`config.mk`:
```
export PLATFORM = sky130hd
export DESIGN_NAME = spi_word_rx
export DESIGN_NICKNAME = d
export VERILOG_FILES = /design/src/rtl/spi_word_rx_pkg.sv /design/src/rtl/spi_sync.sv /design/src/rtl/spi_word_rx.sv
export SDC_FILE = /design/constraint.sdc
export NUM_CORES = 1
export LEC_CHECK = 0
export ABC_AREA = 0
export BUFFER_PORTS_ARGS = -buffer_cell sky130_fd_sc_hd__clkbuf_2
export CAP_MARGIN = 20
export CORE_MARGIN = 8
export CORE_UTILIZATION = 50
export CTS_BUF_LIST = sky130_fd_sc_hd__clkbuf_2
export DETAILED_ROUTE_END_ITERATION = 6
export GPL_TIMING_DRIVEN = 0
export PLACE_DENSITY = 0.7
export SLEW_MARGIN = 20
export SYNTH_ARGS = -nofsm -noshare
export SYNTH_HDL_FRONTEND = slang
export SYNTH_HIERARCHICAL = 1
export SYNTH_SLANG_ARGS = --single-unit
```
`constraint.sdc`:
```
create_clock -name clk -period 2.8 [get_ports clk]
set_input_delay 0.14 -clock clk [delete_from_list [all_inputs] [get_ports clk]]
set_output_delay 0.14 -clock clk [all_outputs]
set_load 0.05 [all_outputs]
```
`src/rtl/spi_word_rx_pkg.sv`:
```
// Shared defaults and state encoding for the SPI word receiver.
// Also provides the bit-counter width helper used by the top.
package spi_word_rx_pkg;

    localparam int WORD_W_DEF      = 16;
    localparam int SYNC_STAGES_DEF = 2;

    typedef enum logic [1:0] {
        ST_ARM    = 2'd0,
        ST_IDLE   = 2'd1,
        ST_ACTIVE = 2'd2
    } state_t;

    // The counter must be able to hold WORD_W+1 (the over-length saturation value).
    function automatic int cnt_width(input int word_w);
        return $clog2(word_w + 2);
    endfunction

endpackage

```
`src/rtl/spi_sync.sv`:
```
// Multi-flop synchronizer for one asynchronous SPI pin.
// The reset value is selectable so that cs_n can come out of reset deasserted.
module spi_sync #(
    parameter int   STAGES    = 2,
    parameter logic RESET_VAL = 1'b0
) (
    input  logic clk,
    input  logic rst_n,
    input  logic d,
    output logic q
);

    logic [STAGES-1:0] chain_reg;

    generate
        for (genvar gi = 0; gi < STAGES; gi++) begin : g_stage
            if (gi == 0) begin : g_first
                always_ff @(posedge clk or negedge rst_n) begin
                    if (!rst_n) chain_reg[gi] <= RESET_VAL;
                    else        chain_reg[gi] <= d;
                end
            end else begin : g_rest
                always_ff @(posedge clk or negedge rst_n) begin
                    if (!rst_n) chain_reg[gi] <= RESET_VAL;
                    else        chain_reg[gi] <= chain_reg[gi-1];
                end
            end
        end
    endgenerate

    assign q = chain_reg[STAGES-1];

endmodule

```
`src/rtl/spi_word_rx.sv`:
```
// Peripheral-side SPI receiver: oversamples cs_n/sclk/sdin, shifts MSB-first words in,
// and reports each closed frame as either a good word (rd_valid) or a length error (rd_err).
module spi_word_rx
    import spi_word_rx_pkg::*;
#(
    parameter int WORD_W      = WORD_W_DEF,
    parameter int SYNC_STAGES = SYNC_STAGES_DEF
) (
    input  logic              clk,
    input  logic              rst_n,
    input  logic              spi_cs_n,
    input  logic              spi_sclk,
    input  logic              spi_sdin,
    output logic [WORD_W-1:0] rd_data,
    output logic              rd_valid,
    output logic              rd_err,
    output logic              busy
);

    localparam int CNT_W = cnt_width(WORD_W);
    localparam logic [CNT_W-1:0] CNT_FULL = CNT_W'(WORD_W);
    localparam logic [CNT_W-1:0] CNT_SAT  = CNT_W'(WORD_W + 1);
    localparam int ARM_W = $clog2(SYNC_STAGES + 1);
    localparam logic [ARM_W-1:0] ARM_DONE = ARM_W'(SYNC_STAGES);
    // Bit order in the pin/sync vectors: 0 = cs_n, 1 = sclk, 2 = sdin.
    localparam logic [2:0] SYNC_RST = 3'b001;

    logic [2:0] pin_vec;
    logic [2:0] sync_vec;
    logic       cs_s, sclk_s, sdin_s;

    assign pin_vec = {spi_sdin, spi_sclk, spi_cs_n};

    generate
        for (genvar gi = 0; gi < 3; gi++) begin : g_sync
            spi_sync #(
                .STAGES    (SYNC_STAGES),
                .RESET_VAL (SYNC_RST[gi])
            ) u_sync (
                .clk   (clk),
                .rst_n (rst_n),
                .d     (pin_vec[gi]),
                .q     (sync_vec[gi])
            );
        end
    endgenerate

    assign cs_s   = sync_vec[0];
    assign sclk_s = sync_vec[1];
    assign sdin_s = sync_vec[2];

    state_t            state_reg, state_next;
    logic [CNT_W-1:0]  count_reg, count_next;
    logic [WORD_W-1:0] shift_reg, shift_next;
    logic [WORD_W-1:0] rd_data_reg, rd_data_next;
    logic              rd_valid_reg, rd_valid_next;
    logic              rd_err_reg, rd_err_next;
    logic              cs_d_reg, sclk_d_reg;
    logic [ARM_W-1:0]  arm_cnt_reg, arm_cnt_next;

    logic cs_fall, cs_rise, sclk_rise;
    assign cs_fall   = cs_d_reg & ~cs_s;
    assign cs_rise   = ~cs_d_reg & cs_s;
    assign sclk_rise = ~sclk_d_reg & sclk_s;

    always_ff @(posedge clk or negedge rst_n) begin
        if (!rst_n) begin
            state_reg    <= ST_ARM;
            count_reg    <= '0;
            shift_reg    <= '0;
            rd_data_reg  <= '0;
            rd_valid_reg <= 1'b0;
            rd_err_reg   <= 1'b0;
            cs_d_reg     <= 1'b1;
            sclk_d_reg   <= 1'b0;
            arm_cnt_reg  <= '0;
        end else begin
            state_reg    <= state_next;
            count_reg    <= count_next;
            shift_reg    <= shift_next;
            rd_data_reg  <= rd_data_next;
            rd_valid_reg <= rd_valid_next;
            rd_err_reg   <= rd_err_next;
            cs_d_reg     <= cs_s;
            sclk_d_reg   <= sclk_s;
            arm_cnt_reg  <= arm_cnt_next;
        end
    end

    always_comb begin
        state_next    = state_reg;
        count_next    = count_reg;
        shift_next    = shift_reg;
        rd_data_next  = rd_data_reg;
        rd_valid_next = 1'b0;
        rd_err_next   = 1'b0;
        arm_cnt_next  = (arm_cnt_reg == ARM_DONE) ? arm_cnt_reg : arm_cnt_reg + 1'b1;

        case (state_reg)
            // The synchronizers reset to "cs_n high", so wait until they have flushed
            // before trusting cs_s; otherwise a frame open at reset release would be captured.
            ST_ARM: begin
                if (arm_cnt_reg == ARM_DONE && cs_s) state_next = ST_IDLE;
            end
            ST_IDLE: begin
                if (cs_fall) begin
                    state_next = ST_ACTIVE;
                    count_next = '0;
                    shift_next = '0;
                end
            end
            ST_ACTIVE: begin
                if (cs_rise) begin
                    state_next = ST_IDLE;
                    if (count_reg == CNT_FULL) begin
                        rd_data_next  = shift_reg;
                        rd_valid_next = 1'b1;
                    end else begin
                        rd_err_next = 1'b1;
                    end
                end else if (sclk_rise && !cs_s) begin
                    shift_next = {shift_reg[WORD_W-2:0], sdin_s};
                    if (count_reg != CNT_SAT) count_next = count_reg + 1'b1;
                end
            end
            default: state_next = ST_ARM;
        endcase
    end

    assign rd_data  = rd_data_reg;
    assign rd_valid = rd_valid_reg;
    assign rd_err   = rd_err_reg;
    assign busy     = (state_reg == ST_ACTIVE) && !cs_s;

endmodule

```
-- Word level (Yosys, flattened, before mapping)
Cells that the tools add are included.
- $add $sub $neg: 2
- $mul: 0
- div/mod/pow operators: 0
- magnitude comparators: 0
- eq/ne operators: 11
- shift-type cells: 0
- multiplexer cells: 19
- bitwise operators: 6
- reductions and logical operators: 10
- operators with widths (kind ; count):
    $mux W16 ; 3
    $pmux W16 S2 ; 1
    $mux W5 ; 4
    $ne A2 B2 Y1 const B ; 6
    $pmux W5 S2 ; 1
    $mux W1 ; 6
    $mux W2 ; 3
    $pmux W2 S3 ; 1
    $reduce_and A3 Y1 ; 2
    $add A5 B1 Y5 const B ; 1
    $eq A5 B5 Y1 const B ; 1
    $ne A5 B5 Y1 const B ; 1
    $reduce_and A5 Y1 ; 1
    $eq A2 B2 Y1 const B ; 2
    $reduce_and A4 Y1 ; 1
    $and A1 B1 Y1 ; 3
    $logic_and A1 B1 Y1 ; 3
    $not A1 Y1 ; 3
    $add A2 B1 Y2 const B ; 1
    $eq A2 B1 Y1 const B ; 1
    $logic_not A2 Y1 ; 1
    $reduce_bool A2 Y1 ; 1
    $logic_not A1 Y1 ; 1
- register bits: 51
- bits in latches: 0
- RAM bits: 0
- bits in read-only memories: 0
- word-level logic and storage cells: 63
- memories: 0

-- Depth between registers and ports, before layout
Gate-level depths: netlist of the first run.
- word-level depth: 6
- depth in mapped cells: 7
- gate-level depth less buffers: 5

-- Modules after synthesis
Netlist of the first run, hierarchy kept.
- by module, submodules not included (module ; times used ; cells an instance ; area each (sq um) ; seq. area each (sq um)):
    spi_word_rx ; 1 ; 175 ; 2037.0 ; 1127.3
    spi_sync (g_sync[1].u_sync ...) ; 2 ; 2 ; 50.0 ; 50.0
    spi_sync (g_sync[0].u_sync) ; 1 ; 2 ; 52.6 ; 52.6

-- Worst setup path before layout of the first run
Ideal clock, no wire load.
- path type: register to register
- from: register g_sync[0].u_sync.chain_reg[1]
- to: register rd_data_reg[10] (netlist: rd_data[10])
- setup time: 125 ps
- arrival: 1854 ps
- slack: 821 ps
- stages on the path, launching flop included: 7
- path buffers: 3
- cells stage by stage: dfstp_2 -> buf_2 -> nand4bb_1 -> or4_1 -> buf_2 -> buf_6 -> mux2_4
- longest elaborated chain between the ends: 2
- ends and longest elaborated chain (what ; RTL line ; source):
    from (decl) ; spi_sync.sv:13 ; logic [STAGES-1:0] chain_reg;
    from (signal, indexed assignment) ; spi_sync.sv:25 ; else chain_reg[gi] <= chain_reg[gi-1];
    $and A1 B1 Y1 ; spi_word_rx.sv:63 ; assign cs_rise = ~cs_d_reg & cs_s;
    $reduce_and A3 Y1 (no source line) ; -- ;
    to (signal assigned) ; spi_word_rx.sv:81 ; rd_data_reg <= rd_data_next;
    to (decl) ; spi_word_rx.sv:55 ; logic [WORD_W-1:0] rd_data_reg, rd_data_next;
No other way between the ends.
A chain may end at the register's enable or synchronous reset.

-- Worst setup path in the final report of the first run
- from: register g_sync[0].u_sync.chain_reg[1]
- to: register rd_data_reg[15] (netlist: rd_data[15])
The elaborated chain is that of the path after synthesis.

==> impl_metrics.yaml, run 1 <==
layout:
  stdcell_area_sq_um: 2460
  layout.nets: 224
  drive_gt1_share_pct: 25.5
  diodes: 0
  synthToLayoutAreaGrowth_pct: 12.2
timing:
  relSlewSlack_pct: 48.1
  grt_setup_unrepaired: "no"
  setup_viol: 0
  post-route-min-period_ps: 2170
  drv_slew: 0
  finalCritPeriodShare_pct: 77.4
  max_freq_ghz: 0.462
  fin_skew_ps: 29.4
  hold_viol_final: 0
  setup_tns_ps: 0
  tightest_slew_ps: 768
floorplanning:
  row_count: 24
  ios: 24
  die-height_um: 82.2
  die-area_sq_um: 6750
  core_area_sq_um: 4290
  start_util_pct: 51.0
  fp.dieW_um: 82.2
setup_path:
  cp_slowest_stage_delay_ps: 580
  path_delay_family: "simple AND/OR/NAND/NOR gates"
  endpoint_kind: "flop"
  required_ps: 3130
  cp-start-kind: "flop"
  critPathLaunch: "g_sync[0].u_sync/q$_DFF_PN1_"
  cp_max_fo: 10
  worstPathCellList: "buf_2 > nand4bb_1 > or4_1 > buf_2 > buf_6 > mux2_4"
  cp_common_cell: "buf_2"
  critPathArrivalTime_ps: 2490
  cp_slowest_cell: "dfstp_2"
  r2r-start: "g_sync[0].u_sync/q$_DFF_PN1_"
  cp.buffers_inverters: 3
  critical_path_class: "flop to flop"
logic_synthesis:
  syn-mean-instance-area_sq_um: 12.1
  syn_area_sq_um: 2190
  synth_area_leader_cell: "dfrtp_1"
  syn_inst: 181
  synth_cell_types: 32
  synth_async_sr_flop_share_pct: 100
  synth_edf_count: 0
  netlist.area_leader.share_pct: 54.9
  synth_nets: 190
  yosysWarnings: 6
  synth_ff_type: "dfrtp_1"
  yosysSeqAreaShare_pct: 58.5
  synthTopCellsByArea: "dfrtp_1 55%, mux2i_1 7.3%, mux2_4 6.2%"
  ys_seq_elements: 51
  netlist_top_cells_count: "48 x dfrtp_1, 24 x nand2_1, 23 x inv_1"
  yosysMostFrequentCell: "dfrtp_1"
cts:
  cts_tree: "yes"
  cts_buffers: 5
  clk_pin_slew_ps: 270
  clockBufferDepth: 2
  clk_latency_ps: 430
  cts_max_level: 2
  cts-root-buf: "clkbuf_2"
  cts_sinks: 51
  cts_resized: 0
detailed_routing:
  ant_nets: 0
  drtIter0Drc: 53
  dr_total_vias: 1364
  firstDrtPassIters: 4
  vias_per_cell: 5.09
  wirelength_mm: 3.54
  wl_per_cell_um: 13.2
  drc: 0
grt:
  antenna_found_initial: 0
  grt_max_degree: 52
  grt_pass1_wl_mm: 6.18
  grt.total_usage_pct: 11.6
  grt-ovfl-total: 0
  grt_pass1_vias: 1394
pwr:
  power_switching_uw: 356
  leakagePower_uw: 0.00117
  vdd_drop_max_uv: 282
  pwr-share-clk_pct: 23.1
  switching_share_pct: 28.4
  p_int_uw: 896
  power_frac_seq_pct: 64.5
  combPwrFrac_pct: 12.5
  p_per_area_nw_per_um2: 509
place:
  dp_hpwl_mm: 2.38
  gp_congestion: 0.871
  placed_area_sq_um: 2370
  io_buffers: 23
worst_hold_path:
  holdCritPathClass: "primary input to asynchronous set/reset pin"
flow_run:
  maxCapViolCount: 0
run_status:
  status: "complete, no violations"
==> routing by layer <==
metal,wire length (um),up-vias,share of wire (%),GRT usage (%)
li1,-,671,-,-
met1,1750,661,50,15.0
met2,1570,25,44,18.2
met3,165,7,4.7,2.92
met4,53,0,1.5,4.74
met5,0,-,0,0
==> path summary, 6_finish.rpt <==
path	end	slack, ps	depth (start not counted)
min	count_reg[0]$_DFFE_PN0P_	260	2
min reg2reg	g_sync[0].u_sync/q$_DFF_PN1_	370	0
max	rd_data[15]$_DFFE_PN0P_	630	6
max in group asynchronous	rd_err$_DFF_PN0_	2070	2
min in group clk	g_sync[0].u_sync/chain_reg[0]$_DFF_PN1_	330	2
max reg2reg	rd_data[15]$_DFFE_PN0P_	630	6
==> power by group through the flow <==
stage | clock network, uW | logic (uW) | registers [uW]
2_1_floorplan | 0 | 111 | 810
3_3_place_gp | 0 | 150 | 818
3_5_place_dp | 0 | 153 | 819
4_1_cts | 304 | 158 | 807
5_1_grt | 332 | 180 | 815
6_report | 289 | 156 | 807
==> cell families after synthesis <==
| family | share of synthesized area (%) |
|---|---|
| xor+xnor | 0.400 |
| mux | 17.1 |
| flops | 58.5 |
| fa+ha+maj | 2.29 |
| compound gates | 4.00 |
| buf+inv | 5.66 |
| simple gates | 12.1 |
==> stage by stage <==
stage	cells	hold WS (ps)	total power (uW)	worst slack (ps)	util, %
finish	268	259	1250	633	57.2
global route	268	287	1330	552	57.2
CTS	268	274	1270	613	57.2
detailed placement	256	230	971	639	55.2
global placement	256	231	968	661	55.2
floorplan	181	-156	921	821	-
==> layout make-up <==
| type | count | area [sq um] |
|---|---|---|
| Tap cell | 52 | 65.1 |
| Fill cell | 362 | 1840 |
| Clock buffer | 5 | 25.0 |
| Timing Repair Buffer | 27 | 158 |
| Multi-Input combinational cell | 100 | 786 |
| Buffer | 7 | 37.5 |
| Sequential cell | 51 | 1280 |
| Inverter | 23 | 86.3 |
| Clock inverter | 3 | 18.8 |
==> cell usage in the layout (no fill, tap or decap), drive strengths merged <==
cell type and count:
o21ai 2, o221ai 1, xnor2 1, nor4bb 1, o22ai 1, and2 1
nand4b 1, clkinv 2, nor4b 1, a21oi 3, nand3b 1, nand2b 2
nand4 3, dfrtp 48, dlygate4sd3 4, mux2i 16, mux2 16, clkbuf 31
nand2 24, nand4bb 3, nor2 4, or4 2, a31oi 1, buf 4
ha 4, nor2b 3, a22oi 1, nand3 4, o211ai 4, inv 24
dfstp 3
==> timing repair <==
item / CTS / global route
buffers inserted: 0 / 0
hold buffers: 4 / 0
endpoints found under the hold margin: 51 / 0
Note: power is estimated with default switching activity, not from simulation.
==> inputs of run 2 (changes only) <==
--- a/config.mk
+++ b/config.mk
@@ -5,7 +5,7 @@
 export SDC_FILE = /design/constraint.sdc
 export NUM_CORES = 1
 export LEC_CHECK = 0
-export ABC_AREA = 0
+export ABC_AREA = 1
 export BUFFER_PORTS_ARGS = -buffer_cell sky130_fd_sc_hd__clkbuf_2
 export CAP_MARGIN = 20
 export CORE_MARGIN = 8
==> constraint.sdc (replaced) <==
create_clock -name clk -period 2.2 [get_ports clk]
set_input_delay 0.11 -clock clk [delete_from_list [all_inputs] [get_ports clk]]
set_output_delay 0.11 -clock clk [all_outputs]
set_load 0.05 [all_outputs]
==> impl_metrics.yaml, run 2 <==
cts:
  cts_buffers: 5
  cts-root-buf: "clkbuf_2"
  cts_tree: "yes"
  clockBufferDepth: 2
  cts_resized: 0
  clk_pin_slew_ps: 270
  cts_max_level: 2
  cts_hold_buffers: 4
  clk_latency_ps: 440
  cts_setup_buffers: 0
  cts_sinks: 51
logic_synthesis:
  syn_inst: 229
  synth_edf_count: 0
  netlist_top_cells_count: "82 x nand2_1, 48 x dfrtp_1, 18 x nand4_1"
  yosysWarnings: 6
  ys_seq_elements: 51
  syn_area_sq_um: 2170
  netlist.area_leader.share_pct: 55.5
  synth_cell_types: 24
  synthTopCellsByArea: "dfrtp_1 55%, nand2_1 14%, nand4_1 5.2%"
  syn-mean-instance-area_sq_um: 9.46
  yosysSeqAreaShare_pct: 59.1
  synth_async_sr_flop_share_pct: 100
  synth_nets: 238
  yosysMostFrequentCell: "nand2_1"
  synth_area_leader_cell: "dfrtp_1"
  synth_ff_type: "dfrtp_1"
layout:
  drive_gt1_share_pct: 19.7
  synthToLayoutAreaGrowth_pct: 13.4
  layout.nets: 272
  final_common_cell: "nand2_1"
  final_cell_mix: "82 x nand2_1, 48 x dfrtp_1, 28 x clkbuf_2"
  diodes: 0
timing:
  grt_setup_unrepaired: "no"
  fin_skew_ps: 30.6
  tightest_slew_ps: 670
  setup_viol: 0
  hold_viol_final: 0
  drv_slew: 0
  max_freq_ghz: 0.551
  fin_ws_ps: 384
  relSlewSlack_pct: 55.4
  post-route-min-period_ps: 1820
  finalCritPeriodShare_pct: 82.5
  setup_tns_ps: 0
grt:
  antenna_found_initial: 0
  grt_max_degree: 52
  grt_pass1_wl_mm: 6.91
  grt-ovfl-total: 0
  grt.total_usage_pct: 13.5
  grt_pass1_vias: 1538
place:
  dp_hpwl_mm: 2.69
  pre_cts_slack_ps: 550
  io_buffers: 23
  gp_congestion: 0.776
detailed_routing:
  firstDrtPassIters: 4
  wl_per_cell_um: 12.4
  drtIter0Drc: 99
  vias_per_cell: 5.02
  ant_nets: 0
  drc: 0
  wirelength_mm: 3.92
  dr_total_vias: 1586
setup_path:
  critPathArrivalTime_ps: 1710
  worstPathCellList: "buf_4 > inv_2 > nor2_4 > inv_1 > nor2_1 > clkbuf_2"
  critical_path_class: "flop to primary output"
  critPathLaunch: "state_reg[1]$_DFFE_PN0P_"
  ff2ff_path_depth: 6
  path_delay_family: "buffers and inverters"
  r2r_setup_slack_ps: 550
  rr_endpoint: "rd_data[8]$_DFFE_PN0P_"
  required_ps: 2090
  cp-start-kind: "flop"
  endpoint_kind: "primary output"
  cp_slowest_stage_delay_ps: 380
  cp_slowest_cell: "dfrtp_1"
  cp.buffers_inverters: 4
  r2r-start: "count_reg[0]$_DFFE_PN0P_"
  cp_max_fo: 8
floorplanning:
  core_area_sq_um: 4260
  fp.dieW_um: 81.8
  die-height_um: 81.8
  row_count: 24
  start_util_pct: 50.8
  die-area_sq_um: 6690
  ios: 24
worst_hold_path:
  holdCritPathClass: "primary input to asynchronous set/reset pin"
pwr:
  vdd_drop_max_uv: 478
  design_power_total_uw: 2010
  leakagePower_uw: 0.00134
  p_per_area_nw_per_um2: 818
run_status:
  status: "complete, no violations"
flow_run:
  maxCapViolCount: 0
-- run 2: cell types whose count changed after synthesis, sizes merged, moves of 6 or more --
cell	change
inv	-10
mux2i	-16
o21ai	+16
nand3	+6
nor2	+11
nand4	+15
mux2	-16
nand2	+63
-- run 2: final cells by class --
class	instances	area, sq um
inverter	14	52.6
fill	401	1810
multi-input combinational	156	782
clock buffer	5	25.0
timing repair buffer	27	158
tap	52	65.1
clock inverter	3	42.5
sequential	51	1280
buffer	8	51.3
-- run 2: layer usage --
layer / GRT usage [%] / routed length [um] / part of all wire, % / vias up
met5: 0 / 0 / 0 / -
met4: 7.89 / 53 / 1.4 / 0
met3: 3.39 / 201 / 5.1 / 6
met2: 20.6 / 1730 / 44 / 27
met1: 16.9 / 1940 / 49 / 737
li1: - / - / - / 816
-- run 2: worst max-delay path by stage --
| stage | end | slack [ps] | depth (start not counted) |
|---|---|---|---|
| after floorplan | busy | 690 | 5 |
| after CTS | busy | 340 | 6 |
| after global placement | rd_data[8]$_DFFE_PN0P_ | 600 | 6 |
| final | busy | 380 | 6 |
| after global routing | busy | 240 | 6 |
| after detailed placement | rd_data[8]$_DFFE_PN0P_ | 550 | 6 |
-- run 2: worst register-to-register path, cell delays in order (launching register included) --
cell      delay [ps]
dfrtp_1          510
inv_1             90
ha_1             150
nand3_1          280
clkbuf_2         310
o21ai_0          190
nand2_1           70
-- run 2: cells by family (layout without fill, tap and decap cells) --
| logic type | after synthesis | count (layout) | synth area share [%] |
|---|---|---|---|
| simple gates | 131 | 131 | 28.6 |
| flops | 51 | 51 | 59.1 |
| fa+ha+maj | 4 | 4 | 2.31 |
| xor+xnor | 2 | 2 | 0.809 |
| buf+inv | 22 | 57 | 4.79 |
| compound gates | 19 | 19 | 4.39 |
-- run 2: power by group --
| group | internal [uW] | total (uW) | switching (uW) |
|---|---|---|---|
| Combinational | 135 | 496 | 361 |
| Clock | 193 | 487 | 294 |
| Sequential | 983 | 1030 | 41.9 |
-- run 2: metrics by stage --
step | util, % | std cells | area, sq um | hold slack, ps
after floorplan | - | 229 | 2170 | -186
after global placement | 55.0 | 304 | 2350 | 198
after detailed placement | 55.1 | 304 | 2350 | 199
after CTS | 57.6 | 316 | 2460 | 228
after global routing | 57.6 | 316 | 2460 | 254
final | 57.6 | 316 | 2460 | 219
==> inputs of run 3 (changes only) <==
--- a/config.mk
+++ b/config.mk
@@ -13,7 +13,7 @@
 export CTS_BUF_LIST = sky130_fd_sc_hd__clkbuf_2
 export DETAILED_ROUTE_END_ITERATION = 6
 export GPL_TIMING_DRIVEN = 0
-export PLACE_DENSITY = 0.7
+export PLACE_DENSITY = 0.72
 export SLEW_MARGIN = 20
 export SYNTH_ARGS = -nofsm -noshare
 export SYNTH_HDL_FRONTEND = slang
==> constraint.sdc (replaced) <==
create_clock -name clk -period 1.55 [get_ports clk]
set_input_delay 0.0775 -clock clk [delete_from_list [all_inputs] [get_ports clk]]
set_output_delay 0.0775 -clock clk [all_outputs]
set_load 0.05 [all_outputs]
==> impl_metrics.yaml, run 3 (same netlist as run 2, synthesis figures left out) <==
run_status:
  status: "complete, no violations"
layout:
  instances_no_fill: 328
  final_common_cell: "nand2_1"
  final_cell_mix: "81 x nand2_1, 47 x dfrtp_1, 26 x clkbuf_2"
  fillers: 374
  stdcell_area_sq_um: 2590
  layout.nets: 284
  drive_gt1_share_pct: 25.4
  synthToLayoutAreaGrowth_pct: 19.8
  diodes: 0
floorplanning:
  start_util_pct: 50.8
  fp.dieW_um: 81.8
  core_area_sq_um: 4260
  die-height_um: 81.8
  row_count: 24
  die-area_sq_um: 6690
  ios: 24
cts:
  clk_pin_slew_ps: 260
  cts_max_level: 2
  cts_buffers: 5
  cts_sinks: 51
  clockBufferDepth: 2
  clk_latency_ps: 440
  cts_tree: "yes"
  cts-root-buf: "clkbuf_2"
pwr:
  switching_share_pct: 34.7
  pwr-share-clk_pct: 23.4
  power_frac_seq_pct: 48.6
  combPwrFrac_pct: 27.9
  leakagePower_uw: 0.00141
  vdd_drop_max_uv: 543
  p_per_area_nw_per_um2: 1150
  p_int_uw: 1950
  design_power_total_uw: 2990
  power_switching_uw: 1040
timing:
  fin_skew_ps: 18.5
  drv_slew: 0
  post-route-min-period_ps: 1460
  finalCritPeriodShare_pct: 94.4
  setup_viol: 0
  relSlewSlack_pct: 54.8
  tightest_slew_ps: 678
  max_freq_ghz: 0.683
  hold_viol_final: 0
  fin_ws_ps: 86.4
  hold_ws_ps: 183
place:
  gp_congestion: 0.793
  dp_hpwl_mm: 2.54
  dpl.cell_count: 304
  placed_area_sq_um: 2350
  pre_cts_slack_ps: -101
  io_buffers: 23
detailed_routing:
  ant_nets: 0
  drc: 0
  dr_total_vias: 1644
  wirelength_mm: 3.98
  vias_per_cell: 5.01
  drtIter0Drc: 122
  firstDrtPassIters: 4
  wl_per_cell_um: 12.1
setup_path:
  cp-endpoint: "rd_data[14]$_DFFE_PN0P_"
  cp_slowest_stage_delay_ps: 620
  critPathArrivalTime_ps: 1820
  r2r-start: "g_sync[0].u_sync/q$_DFF_PN1_"
  required_ps: 1910
  ff2ff_path_depth: 6
  cp-start-kind: "flop"
  endpoint_kind: "flop"
  r2r_setup_slack_ps: 90
  cp_slowest_cell: "dfstp_2"
  critical_path_class: "flop to flop"
  critPathLaunch: "g_sync[0].u_sync/q$_DFF_PN1_"
  rr_endpoint: "rd_data[14]$_DFFE_PN0P_"
  cp_max_fo: 10
  worstPathCellList: "inv_2 > nor2_2 > nand2_4 > clkbuf_4 > o21ai_0 > nand2_1"
grt:
  grt_pass1_wl_mm: 7.00
  grt-ovfl-total: 0
  grt.total_usage_pct: 13.3
  antenna_found_initial: 0
  grt_max_degree: 52
  grt_pass1_vias: 1516
flow_run:
  maxCapViolCount: 0
worst_hold_path:
  holdCritPathClass: "primary input to asynchronous set/reset pin"
-- run 3: cell types whose count changed in the layout (fill, tap and decap cells not counted), moves of 2 or more --
| cell | change |
|---|---|
| o21ai_1 | +2 |
| o21ai_0 | -2 |
| nor2_4 | +2 |
| buf_4 | +12 |
| clkbuf_2 | -2 |
-- run 3: cell type report --
type	instances	area, sq um	share of cell area, %
Buffer	8	61.3	2.36
Clock buffer	5	25.0	0.964
Clock inverter	3	42.5	1.64
Inverter	14	52.6	2.03
Multi-Input combinational cell	156	810	31.2
Sequential cell	51	1280	49.4
Tap cell	52	65.1	2.51
Timing Repair Buffer	39	258	9.93
-- run 3: worst min path at each step --
stage / to / slack [ps] / cells past startpoint
2_1_floorplan: arm_cnt_reg[0]$_DFFE_PN0P_ / -220 / 0
3_3_place_gp: g_sync[0].u_sync/chain_reg[0]$_DFF_PN1_ / 170 / 1
3_5_place_dp: g_sync[0].u_sync/chain_reg[0]$_DFF_PN1_ / 170 / 1
4_1_cts: rd_data[8]$_DFFE_PN0P_ / 200 / 2
5_1_grt: g_sync[0].u_sync/chain_reg[0]$_DFF_PN1_ / 210 / 2
6_report: rd_data[8]$_DFFE_PN0P_ / 180 / 2
-- run 3: repair_timing --
| item | CTS | global route |
|---|---|---|
| gates cloned | 0 | 0 |
| gates resized for setup | 9 | 9 |
| hold buffers | 4 | 0 |
| buffers inserted | 4 | 8 |
| endpoints found under the hold margin | 51 | 0 |
| setup endpoints to repair | 11 | 25 |
| pin swaps | 2 | 4 |
-- run 3: worst max-delay path: cells and delay by family (launching register included) --
family	cells	cell delay (ps)
DFF	1	620
and+or+nand+nor	3	330
buffers and inverters	2	260
AOI/OAI and AO/OA	1	170
-- run 3: stage by stage --
step,utilization [%],TNS (ps)
after global routing,60.9,-58.3
after detailed placement,55.1,-709
after global placement,55.0,-478
after CTS,58.9,0
after floorplan,-,0
final,60.9,0
-- run 3: layer usage --
layer / GRT usage [%] / share of wire (%) / routed length (um)
met3: 3.50 / 5.4 / 216
met5: 0 / 0 / 0
met1: 17.9 / 49 / 1950
met2: 19.5 / 44 / 1750
met4: 6.32 / 1.7 / 69
-- run 3: power groups by stage --
stage | clock network, uW | logic, uW | registers [uW]
final | 701 | 836 | 1460
after global routing | 763 | 928 | 1470
after detailed placement | 0 | 690 | 1480
after floorplan | 0 | 520 | 1480
after global placement | 0 | 681 | 1470
after CTS | 717 | 782 | 1460
